[config.mk]
export PLATFORM = sky130hd
export DESIGN_NAME = mem_access_stage
export DESIGN_NICKNAME = d
export VERILOG_FILES = /design/src/rtl/mem_stage_pkg.sv /design/src/rtl/load_store_aligner.sv /design/src/rtl/mem_access_stage.sv
export SDC_FILE = /design/constraint.sdc
export NUM_CORES = 1
export LEC_CHECK = 0
export CORE_AREA = 2 2 120 180
export DETAILED_ROUTE_END_ITERATION = 16
export DIE_AREA = 0 0 122 182
export GPL_ROUTABILITY_DRIVEN = 0
export PLACE_DENSITY_LB_ADDON = 0.25
export SLEW_MARGIN = 40
export SYNTH_ARGS = -nofsm -noshare
export SYNTH_HDL_FRONTEND = slang
export SYNTH_SLANG_ARGS = --single-unit
[constraint.sdc]
create_clock -name clock -period 1.9 [get_ports clock]
set_input_delay 0.475 -clock clock [delete_from_list [all_inputs] [get_ports clock]]
set_output_delay 0.475 -clock clock [all_outputs]
set_load 0.05 [all_outputs]
[src/rtl/mem_stage_pkg.sv]
// Shared types and lane-handling helpers for the memory access stage.
// Helpers work on a 64-bit view; XLEN=32 users keep the low half.
package mem_stage_pkg;

  typedef enum logic [1:0] {
    SZ_BYTE   = 2'd0,
    SZ_HALF   = 2'd1,
    SZ_WORD   = 2'd2,
    SZ_DOUBLE = 2'd3
  } access_size_t;

  typedef enum logic [1:0] {
    IDLE = 2'd0,
    REQ  = 2'd1,
    RESP = 2'd2,
    DONE = 2'd3
  } mem_state_t;

  function automatic logic [7:0] make_strobe(access_size_t size, logic [2:0] addr_lo);
    logic [7:0] mask;
    case (size)
      SZ_BYTE: mask = 8'h01;
      SZ_HALF: mask = 8'h03;
      SZ_WORD: mask = 8'h0F;
      default: mask = 8'hFF;
    endcase
    return mask << addr_lo;
  endfunction

  function automatic logic [63:0] replicate_store(access_size_t size, logic [63:0] data);
    case (size)
      SZ_BYTE: return {8{data[7:0]}};
      SZ_HALF: return {4{data[15:0]}};
      SZ_WORD: return {2{data[31:0]}};
      default: return data;
    endcase
  endfunction

  function automatic logic [63:0] extend_load(access_size_t size, logic is_unsigned,
                                              logic [2:0] addr_lo, logic [63:0] rdata);
    logic [63:0] lane;
    lane = rdata >> {addr_lo, 3'b000};
    case (size)
      SZ_BYTE: return is_unsigned ? {56'd0, lane[7:0]}  : {{56{lane[7]}}, lane[7:0]};
      SZ_HALF: return is_unsigned ? {48'd0, lane[15:0]} : {{48{lane[15]}}, lane[15:0]};
      SZ_WORD: return is_unsigned ? {32'd0, lane[31:0]} : {{32{lane[31]}}, lane[31:0]};
      default: return lane;
    endcase
  endfunction

  function automatic logic is_misaligned(access_size_t size, logic [2:0] addr_lo);
    case (size)
      SZ_BYTE: return 1'b0;
      SZ_HALF: return addr_lo[0];
      SZ_WORD: return |addr_lo[1:0];
      default: return |addr_lo;
    endcase
  endfunction

endpackage

[src/rtl/load_store_aligner.sv]
// Combinational lane steering: store replication, byte enables and load extension
// for one XLEN-wide bus word.
module load_store_aligner
  import mem_stage_pkg::*;
#(
  parameter int XLEN = 32
) (
  input  logic [1:0]        size,
  input  logic              is_unsigned,
  input  logic [2:0]        addr_lo,
  input  logic [XLEN-1:0]   store_data,
  input  logic [XLEN-1:0]   rdata,
  output logic [XLEN/8-1:0] strobe,
  output logic [XLEN-1:0]   wdata,
  output logic [XLEN-1:0]   load_data
);

  logic [7:0]  strobe_full;
  logic [63:0] wdata_full;
  logic [63:0] load_full;

  assign strobe_full = make_strobe(access_size_t'(size), addr_lo);
  assign wdata_full  = replicate_store(access_size_t'(size), 64'(store_data));
  assign load_full   = extend_load(access_size_t'(size), is_unsigned, addr_lo, 64'(rdata));

  assign strobe    = strobe_full[XLEN/8-1:0];
  assign wdata     = wdata_full[XLEN-1:0];
  assign load_data = load_full[XLEN-1:0];

  generate
    if (XLEN < 64) begin : g_narrow
      logic unused_hi;
      assign unused_hi = ^{strobe_full[7:XLEN/8], wdata_full[63:XLEN], load_full[63:XLEN]};
    end
  endgenerate

endmodule

[src/rtl/mem_access_stage.sv]
// Single-entry pipeline memory stage: valid/ready data bus, sized accesses,
// flush handling and a forwarding record of the held instruction.
module mem_access_stage
  import mem_stage_pkg::*;
#(
  parameter int XLEN         = 32,
  parameter int ADDR_WIDTH   = 32,
  parameter int REG_ID_WIDTH = 5
) (
  input  logic                    clock,
  input  logic                    reset,
  input  logic                    flush,
  input  logic                    in_valid,
  output logic                    in_ready,
  input  logic [XLEN-1:0]         in_pc,
  input  logic [REG_ID_WIDTH-1:0] in_rd,
  input  logic                    in_reg_write,
  input  logic                    in_mem_read,
  input  logic                    in_mem_write,
  input  logic [1:0]              in_size,
  input  logic                    in_unsigned,
  input  logic [XLEN-1:0]         in_addr,
  input  logic [XLEN-1:0]         in_store_data,
  input  logic                    in_result_ready,
  input  logic [XLEN-1:0]         in_result,
  output logic                    mem_req_valid,
  input  logic                    mem_req_ready,
  output logic                    mem_req_write,
  output logic [ADDR_WIDTH-1:0]   mem_req_addr,
  output logic [XLEN-1:0]         mem_req_wdata,
  output logic [XLEN/8-1:0]       mem_req_strobe,
  input  logic                    mem_resp_valid,
  input  logic [XLEN-1:0]         mem_resp_rdata,
  output logic                    out_valid,
  input  logic                    out_ready,
  output logic [XLEN-1:0]         out_pc,
  output logic [REG_ID_WIDTH-1:0] out_rd,
  output logic                    out_reg_write,
  output logic                    out_data_ready,
  output logic [XLEN-1:0]         out_data,
  output logic                    out_misaligned,
  output logic                    fwd_valid,
  output logic [REG_ID_WIDTH-1:0] fwd_rd,
  output logic                    fwd_data_ready,
  output logic [XLEN-1:0]         fwd_data
);

  localparam int LANE_BITS = $clog2(XLEN / 8);

  mem_state_t state_reg, state_next, accept_state;
  logic killed_reg, killed_next;

  logic [XLEN-1:0]         pc_reg, addr_reg, store_data_reg, data_reg;
  logic [REG_ID_WIDTH-1:0] rd_reg;
  logic [1:0]              size_reg;
  logic reg_write_reg, mem_read_reg, mem_write_reg, unsigned_reg;
  logic data_ready_reg, misaligned_reg;

  logic            accept, in_is_mem, in_misaligned;
  logic [2:0]      in_lo, held_lo;
  logic [XLEN-1:0] load_data, aligned_wdata;
  logic [XLEN/8-1:0] aligned_strobe;

  assign in_ready  = !flush && (state_reg == IDLE || (state_reg == DONE && out_ready));
  assign accept    = in_valid && in_ready;
  assign in_is_mem = in_mem_read || in_mem_write;
  assign in_lo     = (XLEN == 64) ? in_addr[2:0]  : {1'b0, in_addr[1:0]};
  assign held_lo   = (XLEN == 64) ? addr_reg[2:0] : {1'b0, addr_reg[1:0]};
  // A double access has no legal alignment on a 32-bit bus.
  assign in_misaligned = in_is_mem &&
                         (is_misaligned(access_size_t'(in_size), in_lo) ||
                          (XLEN == 32 && in_size == 2'd3));
  assign accept_state  = (!in_is_mem || in_misaligned) ? DONE : REQ;

  always_comb begin
    state_next  = state_reg;
    killed_next = killed_reg;
    case (state_reg)
      IDLE: if (accept) state_next = accept_state;
      REQ: begin
        if (flush) killed_next = 1'b1;
        if (mem_req_ready) state_next = RESP;
      end
      RESP: begin
        if (flush) killed_next = 1'b1;
        if (mem_resp_valid) begin
          state_next  = (killed_reg || flush) ? IDLE : DONE;
          killed_next = 1'b0;
        end
      end
      DONE: begin
        if (flush)          state_next = IDLE;
        else if (out_ready) state_next = accept ? accept_state : IDLE;
      end
      default: state_next = IDLE;
    endcase
  end

  always_ff @(posedge clock or negedge reset) begin
    if (!reset) begin
      state_reg      <= IDLE;
      killed_reg     <= 1'b0;
      pc_reg         <= '0;
      rd_reg         <= '0;
      reg_write_reg  <= 1'b0;
      mem_read_reg   <= 1'b0;
      mem_write_reg  <= 1'b0;
      size_reg       <= '0;
      unsigned_reg   <= 1'b0;
      addr_reg       <= '0;
      store_data_reg <= '0;
      data_ready_reg <= 1'b0;
      data_reg       <= '0;
      misaligned_reg <= 1'b0;
    end else begin
      state_reg  <= state_next;
      killed_reg <= killed_next;
      if (accept) begin
        pc_reg         <= in_pc;
        rd_reg         <= in_rd;
        reg_write_reg  <= in_reg_write && !in_misaligned;
        mem_read_reg   <= in_mem_read && !in_misaligned;
        mem_write_reg  <= in_mem_write && !in_misaligned;
        size_reg       <= in_size;
        unsigned_reg   <= in_unsigned;
        addr_reg       <= in_addr;
        store_data_reg <= in_store_data;
        misaligned_reg <= in_misaligned;
        if (!in_reg_write || in_misaligned) begin
          data_ready_reg <= 1'b1;
          data_reg       <= '0;
        end else if (in_mem_read) begin
          data_ready_reg <= 1'b0;
          data_reg       <= '0;
        end else begin
          data_ready_reg <= in_result_ready;
          data_reg       <= in_result;
        end
      end else if (state_reg == RESP && mem_resp_valid && mem_read_reg) begin
        data_ready_reg <= 1'b1;
        data_reg       <= load_data;
      end
    end
  end

  load_store_aligner #(.XLEN(XLEN)) u_aligner (
    .size        (size_reg),
    .is_unsigned (unsigned_reg),
    .addr_lo     (held_lo),
    .store_data  (store_data_reg),
    .rdata       (mem_resp_rdata),
    .strobe      (aligned_strobe),
    .wdata       (aligned_wdata),
    .load_data   (load_data)
  );

  assign mem_req_valid  = (state_reg == REQ);
  assign mem_req_write  = (state_reg == REQ) && mem_write_reg;
  assign mem_req_addr   = {addr_reg[ADDR_WIDTH-1:LANE_BITS], {LANE_BITS{1'b0}}};
  assign mem_req_wdata  = aligned_wdata;
  assign mem_req_strobe = (state_reg == REQ) ? aligned_strobe : '0;

  assign out_valid      = (state_reg == DONE);
  assign out_pc         = pc_reg;
  assign out_rd         = rd_reg;
  assign out_reg_write  = reg_write_reg;
  assign out_data_ready = data_ready_reg;
  assign out_data       = data_reg;
  assign out_misaligned = misaligned_reg;

  assign fwd_valid      = (state_reg != IDLE) && reg_write_reg && !killed_reg;
  assign fwd_rd         = rd_reg;
  assign fwd_data_ready = data_ready_reg;
  assign fwd_data       = data_reg;

  logic unused_addr;
  assign unused_addr = ^addr_reg;

endmodule

==> metrics.md <==
| Metric | Value |
|---|---|
| Ys async rst share | `between 90% and 100%` |
| WP data required | `around 1.4 ns` |
| Root buf cell | `clkbuf_16` |
| Port Buf Inserts | `about 360` |
| Core ar. | `between 20000 and 25000 um2` |
| Status | `complete, but fails checks` |
| CTS tree | `done` |
| # DRC | `0` |
| Clock slew seen by the registers of the worst setup and hold paths | `~0.060 ns` |
| Count leader, synth | `nand2_1` |
| Yosys cell types | `51` |
| Fin area | `~13000 um2` |
| Sequential share of the synthesized area | `a little under half` |
| Top post-synthesis cells by area | `dfrtp_1 47%, nand2_1 17%, buf_4 7.8%, mux2_2 3.8%, mux2i_1 2.3%` |
| Die width | `between 100 and 150 um` |
| Failing checks | `setup timing` |
| Vias in the first global route | `slightly above 7000` |
| Global-route wire length before repair | `roughly 39 mm` |
| Worst reg2reg endpoint | `state_reg[0]` |
| EDFF count, synth | `0` |
| Worst-path cell chain | `nor2_4 > buf_12 > mux2_4 > buf_8` |
| Clock skew | `roughly 0.0085 ns` |
| Min cycle time layout | `between 2 and 2.5 ns` |
| Skew-Pair Late Insertion Delay | `about 0.43 ns` |
| HPWL Detailed | `19.0 mm` |
| Rel. slew slack | `a little over three fifths` |
| Hold Path Class | `flip-flop to flip-flop` |
| Fillers | `approximately 1800` |
| Die height | `182 um` |
| Worst setup EP type | `primary output` |
| Hold path depth | `2` |
| Worst hold path startpoint | `addr_reg[6]` |
| Violation count after the first detailed-routing iteration | `around 280` |
| Reg2reg setup slack | `-0.06 ns` |
| Clock sinks | `about 140` |
| Worst r2r path cells | `7` |
| F_max | `between 400 and 500 MHz` |
| GRT Overall Usage | `22.7%` |
| Largest vdd supply drop | `between 1 and 1.5 mV` |
| Setup ws final | `-0.231 ns` |
| CP max stage delay | `roughly 0.44 ns` |
| Slew Viols, Final | `0` |
| I/O pins | `362` |
| Rows | `65` |
| Cell Area, Placed | `around 11000 um2` |
| Critical path peak fanout | `8` |
| Vias per inst | `4.81` |
| Commonest cells post-synth | `351 x nand2_1, 144 x dfrtp_1, 80 x buf_4` |
| Initial antenna violation count | `0` |
| Vias after detailed routing | `between 7000 and 8000` |
| Initial Utilization | `approximately 37%` |
| Slowest CP cell | `dfrtp_2` |
| Area grow syn2layout | `64.7%` |
| DR pass1 iterations | `7` |
| Fin Setup TNS | `-5.92 ns` |
| Flop and latch count out of synthesis | `between 100 and 150` |
| Crit path buf inv count | `2` |
| Pwr Total | `roughly 26 mW` |
| Post-Synthesis Cells | `872` |
| Die ar. | `around 22000 um2` |
| TritonCTS buffer count | `17` |
| Pin count of the biggest net entering global routing | `70` |
| Combined area of all synthesized cells | `7670 um2` |
| Dominant cell type by area after synthesis | `dfrtp_1` |
| Worst R2R Start | `state_reg[1]` |
| Max-cap violations | `0` |
| Post-place setup slack | `-0.435 ns` |
| Hold EP | `addr_reg[6]` |
| Antenna viol nets, final | `0` |
| Period utilization | `112%` |
| Final core area utilization | `roughly three fifths` |
| DR WL/cell | `roughly 17 um` |
| Fin. Hold Viols | `0` |
| Htree depth | `4` |
| # diodes | `0` |
| Kind of cell adding the most delay to the critical path | `flip-flops` |
| Final #Nets | `between 1000 and 1500` |
| Gr ovfl total | `0` |
| Final setup violating endpoints | `34` |
| Startpoint types | `flip-flop` |
| Synth top area share | `a little under half` |
| Crit path DAT | `around 1.7 ns` |
| Layout cell share with drive strength beyond 1 | `31.7%` |
| Synth Warn # | `0` |
| Pwr dens | `2050 nW/um2` |
| Ys flop type | `dfrtp_1` |
| Final WL | `26.0 mm` |
| Crit path kind | `flip-flop to primary output` |
| CTS max path bufs | `2` |
| Avg Inst Size Synth | `8.80 um2` |
| RSZ-0062 raised after global routing | `yes` |
| Slew of the pin with the lowest slew margin | `0.553 ns` |
| Leakage power | `slightly above 6 nW` |
==> worst max-delay path by stage <==
stage                 start           endpoint  cells past startpoint
6_report        size_reg[1]   mem_req_wdata[9]                      4
5_1_grt         size_reg[1]   mem_req_wdata[9]                      4
4_1_cts         size_reg[0]  mem_req_wdata[15]                      4
3_5_place_dp       in_valid        fwd_data[9]                      7
3_3_place_gp       in_valid       fwd_data[21]                      5
2_1_floorplan  state_reg[1]  mem_req_strobe[0]                      3
==> metrics by stage <==
step                      hold WS (ns)  instances
final                            0.476       1494
after global routing             0.498       1494
after CTS                        0.474       1483
after detailed placement         0.371       1443
after global placement           0.369       1443
after floorplan                  0.179        873
==> cell families (layout without fill, tap and decap cells) <==
kind of cell             count (synthesis)  count (layout)  synth area share (%)
AND/OR/NAND/NOR                        424             424                  22.3
flip-flops                             144             144                  47.0
adder cells (fa/ha/maj)                  5               5                 0.815
other                                    1               2                0.0489
multiplexers                            52              52                  8.56
buffers and inverters                  143             495                  11.7
AO/OA/AOI/OAI                          103             104                  9.72
==> final cells by class <==
cell class / instances / area [um2] / area share, %
clock inverter: 13 / 184 / 1.46
tap: 268 / 335 / 2.65
inverter: 15 / 56.3 / 0.445
sequential: 144 / 3610 / 28.5
timing repair buffer: 448 / 4450 / 35.2
clock buffer: 19 / 453 / 3.58
multi-input combinational: 587 / 3550 / 28.1
==> routing by layer <==
metal	GRT usage (%)	vias up	share of wire, %
met3	5.31	38	6.2
li1	-	3473	-
met5	0	-	0
met1	24.5	3412	36
met2	42.1	262	55
met4	8.92	0	2.6
==> report_power, final <==
part           internal, mW  switching (mW)
clock network          2.27            1.36
logic                  6.41            10.4
registers              4.44            1.08
==> timing repair <==
action | 4_1_cts | 5_1_grt
setup buffers | 7 | 10
resized for setup | 50 | 35
hold buffers | 1 | 0
endpoints found under the hold margin | 25 | 0
cloned | 0 | 3
setup endpoints to repair | 40 | 66
pin swaps | 7 | 14
==> cells in the final DEF, fill, tap and decap left out, types with 4 or more instances in the layout <==
cell,instances
mux4_2,7
nand2_1,349
a21oi_1,21
mux2_2,9
buf_8,6
inv_1,13
nor2_1,23
o21ai_2,8
buf_12,40
ha_4,4
o22ai_1,9
nand3_1,19
o21a_1,10
dfrtp_1,141
nor2b_1,5
mux2_4,17
clkdlybuf4s50_1,177
a211oi_1,7
buf_6,17
mux2i_1,17
clkbuf_16,19
bufinv_16,4
o221ai_2,8
a211o_1,16
buf_4,205
nand4_1,8
o21ai_0,4
==> tightest hold or removal path, stage by stage, from the launching register on <==
cell and delay (ns):
dfrtp_1 0.34, nand2_1 0.05, nand2_1 0.05
(Power assumes the default switching activity.)
